[src/rtl/oscilo_pkg.sv]
// oscilo_pkg
// Shared definitions for the oscilloscope capture/readout path.
//   DEFAULT_SAMPLE_DEPTH : default log2 of the sample memory depth
//   HDR_BYTE0/HDR_BYTE1  : stream header bytes sent before the samples
//                          when CAPTURE_READOUT_HEADER_EN is defined
//   readout_state_t      : readout FSM state encoding
package oscilo_pkg;

  localparam int DEFAULT_SAMPLE_DEPTH = 8;

  localparam logic [7:0] HDR_BYTE0 = 8'hA5;
  localparam logic [7:0] HDR_BYTE1 = 8'h5A;

  typedef enum logic [2:0] {
    ST_IDLE = 3'd0,
    ST_HDR0 = 3'd1,
    ST_HDR1 = 3'd2,
    ST_READ = 3'd3,
    ST_LOAD = 3'd4,
    ST_SEND = 3'd5,
    ST_DONE = 3'd6
  } readout_state_t;

endpackage

[src/rtl/readout_addr_gen.sv]
// readout_addr_gen
// Read address and sample counter for the readout stage. The oldest sample
// of the circular buffer sits half a buffer after the trigger address, so
// the readout starts there and walks forward with wrap-around.
// Ports:
//   clk_50mhz   in  system clock
//   reset       in  synchronous active-high reset
//   load        in  start accepted: latch start address, clear count
//   advance     in  one sample byte transferred: step address and count
//   offset      in  trigger address from the capture stage
//   rd_addr     out current read address
//   last_sample out the sample in flight is the final one of the readout
module readout_addr_gen
  import oscilo_pkg::*;
#(
  parameter int SAMPLE_DEPTH = DEFAULT_SAMPLE_DEPTH
) (
  input  logic                    clk_50mhz,
  input  logic                    reset,
  input  logic                    load,
  input  logic                    advance,
  input  logic [SAMPLE_DEPTH-1:0] offset,
  output logic [SAMPLE_DEPTH-1:0] rd_addr,
  output logic                    last_sample
);

  localparam logic [SAMPLE_DEPTH-1:0] HALF_DEPTH = {1'b1, {(SAMPLE_DEPTH-1){1'b0}}};
  localparam logic [SAMPLE_DEPTH-1:0] ADDR_ONE   = {{(SAMPLE_DEPTH-1){1'b0}}, 1'b1};
  localparam logic [SAMPLE_DEPTH:0]   CNT_ONE    = {{SAMPLE_DEPTH{1'b0}}, 1'b1};
  localparam logic [SAMPLE_DEPTH:0]   CNT_LAST   = {1'b0, {SAMPLE_DEPTH{1'b1}}};

  logic [SAMPLE_DEPTH:0] cnt;

  // Address and count registers. The address add is naturally modulo the
  // buffer size because of the register width.
  always_ff @(posedge clk_50mhz) begin
    if (reset) begin
      rd_addr <= '0;
      cnt     <= '0;
    end else if (load) begin
      rd_addr <= offset + HALF_DEPTH;
      cnt     <= '0;
    end else if (advance) begin
      rd_addr <= rd_addr + ADDR_ONE;
      cnt     <= cnt + CNT_ONE;
    end
  end

  // The count still holds the index of the byte being sent, so the final
  // byte is the one seen while the count equals depth-1.
  assign last_sample = (cnt == CNT_LAST);

endmodule

[src/rtl/capture_readout.sv]
// capture_readout
// Reads the circular sample memory back oldest-first after a capture and
// streams the samples as bytes over a valid/ready link.
// Optional: define CAPTURE_READOUT_HEADER_EN to prefix the stream with the
// two header bytes HDR_BYTE0, HDR_BYTE1.
// Ports:
//   clk_50mhz in  system clock
//   reset     in  synchronous active-high reset
//   start     in  level request, sampled in IDLE
//   offset    in  trigger address, latched on the start cycle
//   busy      out readout in progress
//   done      out readout finished, held until start drops
//   mem_re    out memory read enable pulse
//   mem_addr  out memory read address
//   mem_data  in  read data, one cycle after mem_re
//   tx_data   out output byte
//   tx_valid  out output byte valid
//   tx_ready  in  consumer ready
module capture_readout
  import oscilo_pkg::*;
#(
  parameter int SAMPLE_DEPTH = DEFAULT_SAMPLE_DEPTH
) (
  input  logic                    clk_50mhz,
  input  logic                    reset,
  input  logic                    start,
  input  logic [SAMPLE_DEPTH-1:0] offset,
  output logic                    busy,
  output logic                    done,
  output logic                    mem_re,
  output logic [SAMPLE_DEPTH-1:0] mem_addr,
  input  logic [7:0]              mem_data,
  output logic [7:0]              tx_data,
  output logic                    tx_valid,
  input  logic                    tx_ready
);

  readout_state_t state, next_state;

  logic [SAMPLE_DEPTH-1:0] rd_addr;
  logic [SAMPLE_DEPTH-1:0] last_addr;
  logic                    last_sample;
  logic                    load_addr;
  logic                    advance;
  logic                    load_sample;
  logic                    clear_valid;
`ifdef CAPTURE_READOUT_HEADER_EN
  logic                    load_hdr;
  logic [7:0]              hdr_byte;
`endif

  readout_addr_gen #(
    .SAMPLE_DEPTH(SAMPLE_DEPTH)
  ) u_addr_gen (
    .clk_50mhz  (clk_50mhz),
    .reset      (reset),
    .load       (load_addr),
    .advance    (advance),
    .offset     (offset),
    .rd_addr    (rd_addr),
    .last_sample(last_sample)
  );

  // State register; reset wins from any state.
  always_ff @(posedge clk_50mhz) begin
    if (reset) begin
      state <= ST_IDLE;
    end else begin
      state <= next_state;
    end
  end

  // Next-state and control decode. Header states load their byte on the
  // entry cycle (tx_valid still low) and then wait for the handshake.
  always_comb begin
    next_state  = state;
    busy        = 1'b0;
    done        = 1'b0;
    mem_re      = 1'b0;
    load_addr   = 1'b0;
    advance     = 1'b0;
    load_sample = 1'b0;
    clear_valid = 1'b0;
`ifdef CAPTURE_READOUT_HEADER_EN
    load_hdr    = 1'b0;
    hdr_byte    = HDR_BYTE0;
`endif
    case (state)
      ST_IDLE: begin
        if (start) begin
          load_addr  = 1'b1;
`ifdef CAPTURE_READOUT_HEADER_EN
          next_state = ST_HDR0;
`else
          next_state = ST_READ;
`endif
        end
      end
`ifdef CAPTURE_READOUT_HEADER_EN
      ST_HDR0: begin
        busy = 1'b1;
        if (!tx_valid) begin
          load_hdr = 1'b1;
          hdr_byte = HDR_BYTE0;
        end else if (tx_ready) begin
          clear_valid = 1'b1;
          next_state  = ST_HDR1;
        end
      end
      ST_HDR1: begin
        busy = 1'b1;
        if (!tx_valid) begin
          load_hdr = 1'b1;
          hdr_byte = HDR_BYTE1;
        end else if (tx_ready) begin
          clear_valid = 1'b1;
          next_state  = ST_READ;
        end
      end
`endif
      ST_READ: begin
        busy       = 1'b1;
        mem_re     = 1'b1;
        next_state = ST_LOAD;
      end
      ST_LOAD: begin
        busy        = 1'b1;
        load_sample = 1'b1;
        next_state  = ST_SEND;
      end
      ST_SEND: begin
        busy = 1'b1;
        if (tx_ready) begin
          clear_valid = 1'b1;
          advance     = 1'b1;
          next_state  = last_sample ? ST_DONE : ST_READ;
        end
      end
      ST_DONE: begin
        done = 1'b1;
        if (!start) begin
          next_state = ST_IDLE;
        end
      end
      default: next_state = ST_IDLE;
    endcase
  end

  // Output holding register and last read address. The address is only
  // driven fresh during the read pulse and otherwise holds its last value.
  always_ff @(posedge clk_50mhz) begin
    if (reset) begin
      tx_data   <= '0;
      tx_valid  <= 1'b0;
      last_addr <= '0;
    end else begin
      if (mem_re) begin
        last_addr <= rd_addr;
      end
      if (load_sample) begin
        tx_data  <= mem_data;
        tx_valid <= 1'b1;
`ifdef CAPTURE_READOUT_HEADER_EN
      end else if (load_hdr) begin
        tx_data  <= hdr_byte;
        tx_valid <= 1'b1;
`endif
      end else if (clear_valid) begin
        tx_valid <= 1'b0;
      end
    end
  end

  assign mem_addr = mem_re ? rd_addr : last_addr;

endmodule

[config.mk]
export PLATFORM = sky130hd
export DESIGN_NAME = capture_readout
export DESIGN_NICKNAME = d
export VERILOG_FILES = /design/src/rtl/oscilo_pkg.sv /design/src/rtl/readout_addr_gen.sv /design/src/rtl/capture_readout.sv
export SDC_FILE = /design/constraint.sdc
export NUM_CORES = 1
export LEC_CHECK = 0
export ABC_AREA = 1
export BUFFER_PORTS_ARGS = -buffer_cell sky130_fd_sc_hd__buf_2
export CORE_MARGIN = 2
export CORE_UTILIZATION = 57
export CTS_CLUSTER_DIAMETER = 80
export DETAILED_ROUTE_END_ITERATION = 8
export PLACE_DENSITY_LB_ADDON = 0.1
export SYNTH_ARGS = -nofsm -noshare
export SYNTH_HDL_FRONTEND = slang
export SYNTH_SLANG_ARGS = --single-unit
[constraint.sdc]
create_clock -name clk_50mhz -period 2.7 [get_ports clk_50mhz]
set_input_delay 0.405 -clock clk_50mhz [delete_from_list [all_inputs] [get_ports clk_50mhz]]
set_output_delay 0.405 -clock clk_50mhz [all_outputs]
set_load 0.02 [all_outputs]
# Word-level counts from Yosys, hierarchy flattened
# Index checks and enable logic that the tools add are counted.
dict set report word_totals {
  output_inout_bits 20
  reg_bits 37
  wordCells 41
}
dict set report op_classes {
  add_sub_neg 3
  mux 18
  n_eq_ne 8
  reduce_logical 6
}
# operator count
set ops {}
lappend ops {{$mux W8} 3}
lappend ops {{$pmux W3 S5} 1}
lappend ops {{$mux W3} 4}
lappend ops {{$mux W1} 10}
lappend ops {{$add A9 B1 Y9 const B} 1}
lappend ops {{$eq A3 B3 Y1 const B} 3}
lappend ops {{$eq A9 B8 Y1 const B} 1}
lappend ops {{$add A8 B1 Y8 const B} 1}
lappend ops {{$add A8 B8 Y8 const B} 1}
lappend ops {{$ne A2 B2 Y1 const B} 3}
lappend ops {{$reduce_bool A2 Y1} 2}
lappend ops {{$eq A3 B2 Y1 const B} 1}
lappend ops {{$logic_not A3 Y1} 1}
lappend ops {{$reduce_and A3 Y1} 1}
lappend ops {{$reduce_or A3 Y1} 1}
lappend ops {{$reduce_or A2 Y1} 1}

# Logic depth before layout (Yosys ltp)
# Gate-level depths: netlist (run 1).
dict set report logic_depth {
  depth_word 4
  ltp_mapped 9
  depth_no_buf 9
}

# By module
# From an unflattened synthesis (run 1), not the netlist that was laid out.
dict set report hier_totals {
  cells_unflattened 246
  hier_area_um2 1855.5
}
# module cells_per_inst n_inst area_per_inst_um2
set modules_own_cells {}
lappend modules_own_cells {readout_addr_gen 132 1 978.4}
lappend modules_own_cells {capture_readout 114 1 877.1}

# Worst setup path before layout (run 1)
# No wires, ideal clock.
dict set report synth_path {
  kind {register -> output}
  startpoint {register state[2]}
  endpoint {output port mem_addr[0]}
  setup_slack_ns 1.144
  path_stages_with_launch 7
  t_required_ns 2.295
  t_arrival_ns 1.151
  n_path_buf 0
  path_cell_list {dfxtp_1 > inv_2 > nand3_2 > inv_2 > or2_2 > o21ai_1 > inv_1}
}
dict set report synth_between {
  elab_chain_cells 3
}
# item line
set synth_rtl {}
lappend synth_rtl {{from (decl)} capture_readout.sv:38} ;# readout_state_t state, next_state;
lappend synth_rtl {{from (signal assigned)} capture_readout.sv:69} ;# state <= next_state;
lappend synth_rtl {{$eq A3 B2 Y1} capture_readout.sv:88} ;# case (state)
lappend synth_rtl {{$mux W1} capture_readout.sv:88}
lappend synth_rtl {{net mem_re} capture_readout.sv:30} ;# output logic mem_re,
lappend synth_rtl {{$mux W8} n/a}
lappend synth_rtl {{to (decl)} capture_readout.sv:31} ;# output logic [SAMPLE_DEPTH-1:0] mem_addr,
# The timed path passes the listed nets, and every way through them passes these cells.

# Worst setup path in the final report (run 1)
dict set report layout_path {
  startpoint {register state[0]}
  endpoint {output port mem_addr[3]}
}
dict set report layout_between {
  elab_chain_cells 3
}
# item line
set layout_rtl {}
lappend layout_rtl {{$eq A3 B2 Y1} capture_readout.sv:88}
lappend layout_rtl {{$mux W1} capture_readout.sv:88}
lappend layout_rtl {{$mux W8} n/a}
# Every way passes these cells.

==> flow_summary.toml, run 1 <==
[global_routing]
busiest_layer = "met2"
met1_usage_pct = 28.9
grt_pass1_vias = 1510
grt_use_total_pct = 23.3
grt_use_met2_pct = 37.9
grt_max_degree = 17
met3_usage_pct = 6.71
grt_pass1_wl_mm = 6.32
antenna_found_initial = 0
grt_remaining_overflow = 0

[synthesis]
synth_commonest_cells = "39 x nand2_1, 39 x nor2_1, 37 x dfxtp_1, 34 x inv_1, 21 x o21ai_0"
avgSynthCellArea_um2 = 7.13
ys_types = 29
synth_area_leaders = "dfxtp_1 41%, nand2_1 8.1%, nor2_1 8.1%"
yosys_warnings = 0
synth_cells = 252
synth_top_area_share_pct = 41.2
ys.flop_type = "dfxtp_1"
ys_ff_latch = 37
synth_edf_count = 0
yosys.area.top_type = "dfxtp_1"
synth_seq_area_share_pct = 41.2
syn_nets = 275
ys_async_sr_fraction_pct = 0
syn_area_um2 = 1800

[route]
wl_per_cell_um = 10.8
viasPerCell = 4.92
dr.pass1.iters = 4
detail-route-antenna-nets = 0
drt_iter0_markers = 62
num_vias = 1654
totalWireLength_mm = 3.63
drt_drc_violations_left = 0

[cells_and_area]
drive_gt1_share_pct = 21.2
fin_util_pct = 68.2
nNetsFinal = 315
nFillCells = 292
fin_cells = 336
antenna_cells = 0
syn2layout_area_growth_pct = 14.8

[timing]
final-setup-viol-count = 0
worstMarginPinSlew_ns = 0.469
grt_setup_unrepaired = "false"
fin_skew_ns = 0.00507
finalMaxSlewViolations = 0
relSlewSlack_pct = 68.7
fin_crit_sh_pct = 83.7
hold_viol = 0
max_freq_ghz = 0.443
finalSetupTns_ns = 0
fin_crit_ns = 2.26

[worst_setup_path]
path_class = "flop to output pin"
critPathMaxFanout = 11
worstPathArrival_ns = 1.85
crit_chain = "nand3_2 > inv_2 > or2_0 > o21ai_0 > inv_1 > buf_2"
required_ns = 2.30
r2r_cells = 8
slowest_delay_ns = 0.63
cp-start-kind = "flop"
crit_slowest_cell = "dfxtp_1"
worst_setup_path_end_kind = "output pin"

[clock_network]
cts_tree = "done"
clock_latency_ns = 0.35
holdBufCountCts = 0
cts_root_buf = "clkbuf_4"
cts.repair.resized = 0
clock-sinks = 37
htreeDepth = 2
cts_buffers = 5
clkTransAtPathRegs_ns = 0.10
clock_path_buffers = 2
cts_setup_buffers = 0

[floorplan]
die-area_um2 = 3620
core_um2 = 3030
rows = 20
dieHeight_um = 60.2
ioPinCount = 40
initial_utilization_pct = 59.4
die_w_um = 60.2

[placed_design]
dp.cells = 329
io_buffers = 39
place_hpwl_mm = 2.63
place_congestion = 0.810

[pwr]
power.total_mw = 1.06
p_per_area_nw_per_um2 = 514
p_leak_nw = 1.04
vdd.ir_drop.worst_mv = 0.334

[status]
status = "finished clean"

[min_path]
hp-class = "primary input to flop"
hold_depth = 3

[flow_run]
maxCapViolCount = 0
-- metrics by stage --
stage                     cell area [um2]  setup slack [ns]  hold WS (ns)
after floorplan                      1800              1.14         0.437
after global placement               2010             0.888         0.451
after detailed placement             2010             0.817         0.468
after CTS                            2060             0.419         0.257
after global routing                 2060             0.217         0.266
final                                2060             0.441         0.270
-- critical path: cells and delay by family (launching register included) --
family / cells / cell delay (ns)
compound gates: 1 / 0.11
flops: 1 / 0.63
buf+inv: 3 / 0.39
simple gates: 2 / 0.38
-- per-layer routing --
layer  routed length, um  part of all wire, %
met1                1720                   47
met4                  54                  1.5
met2                1680                   46
met5                   0                    0
met3                 177                  4.9
-- area by class of cell --
class | count | area (um2) | share of cell area, %
Multi-Input combinational cell | 171 | 872 | 42.2
Sequential cell | 37 | 741 | 35.9
Timing Repair Buffer | 39 | 195 | 9.45
Inverter | 38 | 143 | 6.91
Tap cell | 44 | 55.1 | 2.67
Clock buffer | 6 | 51.3 | 2.48
Clock inverter | 1 | 7.51 | 0.364
-- where the power goes --
group	switching, mW	internal [mW]	leakage [nW]	total [mW]
clock network	0.179	0.122	0.0303	0.301
registers	0.0267	0.569	0.300	0.596
logic	0.102	0.0620	0.706	0.164
total	0.308	0.753	1.04	1.06
-- cells in the final DEF (no fill, tap or decap), drive strengths merged --
cell type	n
xor2	2
nor2	42
o211ai	1
dfxtp	37
clkbuf	6
a21oi	15
or2	10
nand4	7
nor3b	1
o22ai	1
o21ai	27
buf	39
nand3b	1
nor3	7
inv	38
nand2	41
clkinvlp	1
ha	3
nand3	13
-- flip-flops by register name, summed over array words and instances (netlist names) --
signal              flops
last_addr               8
u_addr_gen.cnt          9
u_addr_gen.rd_addr      8
tx_data                 8
state                   3
tx_valid                1
-- final timing paths --
path | slack [ns] | startpoint | to
worst max-delay path | 0.44 | state[0]$_SDFFE_PP0P_ | mem_addr[3]
worst min-delay path | 0.27 | mem_data[0] | tx_data[0]$_SDFFE_PP0P_
worst max register to register | 1.05 | u_addr_gen.cnt[0]$_SDFFE_PP0P_ | state[2]$_SDFFE_PP0P_
worst min register to register | 0.49 | tx_valid$_SDFFE_PP0P_ | tx_valid$_SDFFE_PP0P_
-- cells by family (layout without fill, tap and decap cells) --
group                      after synthesis  in the layout  share of synthesized area (%)
and+or+nand+nor                        122            122                           33.0
xor gates and xnor gates                 2              2                          0.974
adders and majority gates                3              3                           2.09
buffers and inverters                   44             84                           10.3
AOI/OAI and AO/OA                       44             44                           12.5
DFF                                     37             37                           41.2
No activity file was read; power rests on OpenSTA's default activity.
==> run 2: changes to the inputs <==
--- a/config.mk
+++ b/config.mk
@@ -8,7 +8,7 @@
 export ABC_AREA = 1
 export BUFFER_PORTS_ARGS = -buffer_cell sky130_fd_sc_hd__buf_2
 export CORE_MARGIN = 2
-export CORE_UTILIZATION = 57
+export CORE_UTILIZATION = 53
 export CTS_CLUSTER_DIAMETER = 80
 export DETAILED_ROUTE_END_ITERATION = 8
 export PLACE_DENSITY_LB_ADDON = 0.1
==> constraint.sdc (replaced) <==
create_clock -name clk_50mhz -period 2.3 [get_ports clk_50mhz]
set_input_delay 0.345 -clock clk_50mhz [delete_from_list [all_inputs] [get_ports clk_50mhz]]
set_output_delay 0.345 -clock clk_50mhz [all_outputs]
set_load 0.02 [all_outputs]
==> run 2 against run 1 <==
Effect of this change:
- first-iteration DRC count down 27%
- clock power increased by 50%
- critical path type unchanged
- cell count increased by 1.5%
- clock-buffer cell count stayed put
- non-clock buffer count is 2 higher
==> flow_summary.toml, run 2 (same netlist as run 1, synthesis figures left out) <==
[timing]
relSlewSlack_pct = 77.7
final-setup-viol-count = 0
finalSetupTns_ns = 0
worstMarginPinSlew_ns = 0.331
fin_skew_ns = 0.0200
fin_crit_sh_pct = 90.1
finalMaxSlewViolations = 0
grt_setup_unrepaired = "false"
max_freq_ghz = 0.482
hold_viol = 0
fin_crit_ns = 2.07

[pwr]
power_frac_comb_pct = 15.2
internal-power_uw = 977
switchingPower_uw = 375
p_per_area_nw_per_um2 = 643
p_leak_nw = 1.06
share_seq_of_total_power_pct = 51.3
vdd.ir_drop.worst_mv = 0.403
swShare_pct = 27.8
power_frac_clock_pct = 33.5

[flow_run]
maxCapViolCount = 0

[cells_and_area]
nNetsFinal = 317
final_cell_mix = "39 x nand2_1, 39 x nor2_1, 39 x buf_2, 36 x dfxtp_1, 34 x inv_1"
fin_cells = 341
antenna_cells = 0
largest_reg_flops = 9
largest_register = "u_addr_gen.cnt"
nFillCells = 298
drive_gt1_share_pct = 22.0
syn2layout_area_growth_pct = 17.0

[worst_setup_path]
required_ns = 1.96
cp-start-kind = "flop"
worst_setup_path_end_kind = "output pin"
reg2reg_from = "u_addr_gen.cnt[0]$_SDFFE_PP0P_"
crit_start = "state[2]$_SDFFE_PP0P_"
critPathMaxFanout = 11
reg2reg_setup_slack_ns = 0.61
crit_path_end = "mem_addr[4]"
path_class = "flop to output pin"
worstPathArrival_ns = 1.73
r2r_cells = 8
rr_endpoint = "state[2]$_SDFFE_PP0P_"

[route]
num_vias = 1653
wl_per_cell_um = 11.0
drt_drc_violations_left = 0
totalWireLength_mm = 3.74
detail-route-antenna-nets = 0
viasPerCell = 4.85
drt_iter0_markers = 45
dr.pass1.iters = 4

[global_routing]
grt_use_met2_pct = 36.3
grt_use_total_pct = 21.2
grt_remaining_overflow = 0
grt_pass1_vias = 1610
antenna_found_initial = 0
grt_max_degree = 17
met1_usage_pct = 25.7
grt_pass1_wl_mm = 6.72
busiest_layer = "met2"
met3_usage_pct = 5.43

[clock_network]
htreeDepth = 2
cts_setup_buffers = 0
cts_tree = "done"
cts_buffers = 5
cts_root_buf = "clkbuf_4"
clkTransAtPathRegs_ns = 0.12
clock_latency_ns = 0.36
clock_path_buffers = 2
clock-sinks = 37

[placed_design]
dp.cells = 333
place_congestion = 0.745
io_buffers = 39
place_hpwl_mm = 2.76

[floorplan]
dieHeight_um = 62.2
die-area_um2 = 3870
ioPinCount = 40
initial_utilization_pct = 54.7
die_w_um = 62.2
rows = 21
core_um2 = 3280

[status]
status = "finished clean"

[min_path]
hp-class = "primary input to flop"
==> run 2: power by group through the flow <==
stage	registers, mW	logic [mW]	clock network, mW
final	0.693	0.205	0.453
after global routing	0.698	0.237	0.487
after CTS	0.693	0.207	0.461
after detailed placement	0.708	0.207	0
after global placement	0.707	0.203	0
after floorplan	0.704	0.148	0
==> run 2: per-stage QoR <==
step | utilization, % | area [um2] | setup WS, ns | hold WS, ns | total power [mW]
floorplan | - | 1800 | 0.804 | 0.414 | 0.853
global placement | 61.6 | 2020 | 0.575 | 0.448 | 0.910
detailed placement | 61.6 | 2020 | 0.530 | 0.456 | 0.914
CTS | 64.0 | 2100 | 0.117 | 0.194 | 1.36
global route | 64.1 | 2100 | 0.0470 | 0.187 | 1.42
finish | 64.1 | 2100 | 0.227 | 0.200 | 1.35
==> run 2: final cells by class <==
| class | count | area (um2) | share of cell area [%] |
|---|---|---|---|
| multi-input combinational | 171 | 872 | 41.4 |
| sequential | 37 | 742 | 35.3 |
| timing repair buffer | 41 | 210 | 9.99 |
| inverter | 38 | 143 | 6.78 |
| tap | 46 | 57.6 | 2.73 |
| clock buffer | 6 | 41.3 | 1.96 |
| clock inverter | 2 | 38.8 | 1.84 |
==> run 2: worst min-delay path by stage <==
stage	to	startpoint	slack (ns)	cells past startpoint
final	tx_data[3]$_SDFFE_PP0P_	mem_data[3]	0.20	3
after global routing	tx_data[4]$_SDFFE_PP0P_	mem_data[4]	0.19	3
after CTS	tx_data[3]$_SDFFE_PP0P_	mem_data[3]	0.19	3
after detailed placement	tx_valid$_SDFFE_PP0P_	tx_valid$_SDFFE_PP0P_	0.46	2
after global placement	tx_valid$_SDFFE_PP0P_	tx_valid$_SDFFE_PP0P_	0.45	2
after floorplan	state[0]$_SDFFE_PP0P_	reset	0.41	1
==> run 2: timing repair <==
item                                    4_1_cts  5_1_grt
endpoints found under the setup margin        0        2
hold endpoints to repair                      0        0
gates resized for setup                       0        1
hold buffers                                  0        0
==> run 2: worst max-delay path, cell delays in order, from the launching register on <==
cell and delay [ns]:
dfxtp_2 0.41, inv_2 0.09, nand3_2 0.17, inv_2 0.10, or2_2 0.28, o21ai_1 0.11, inv_1 0.05, buf_2 0.15
==> run 2: metal layers <==
| layer | vias to the layer above | share of wire, % | wire, um |
|---|---|---|---|
| met3 | 7 | 4.5 | 169 |
| met5 | - | 0 | 0 |
| li1 | 893 | - | - |
| met1 | 720 | 47 | 1770 |
| met2 | 33 | 47 | 1750 |
| met4 | 0 | 1.4 | 54 |
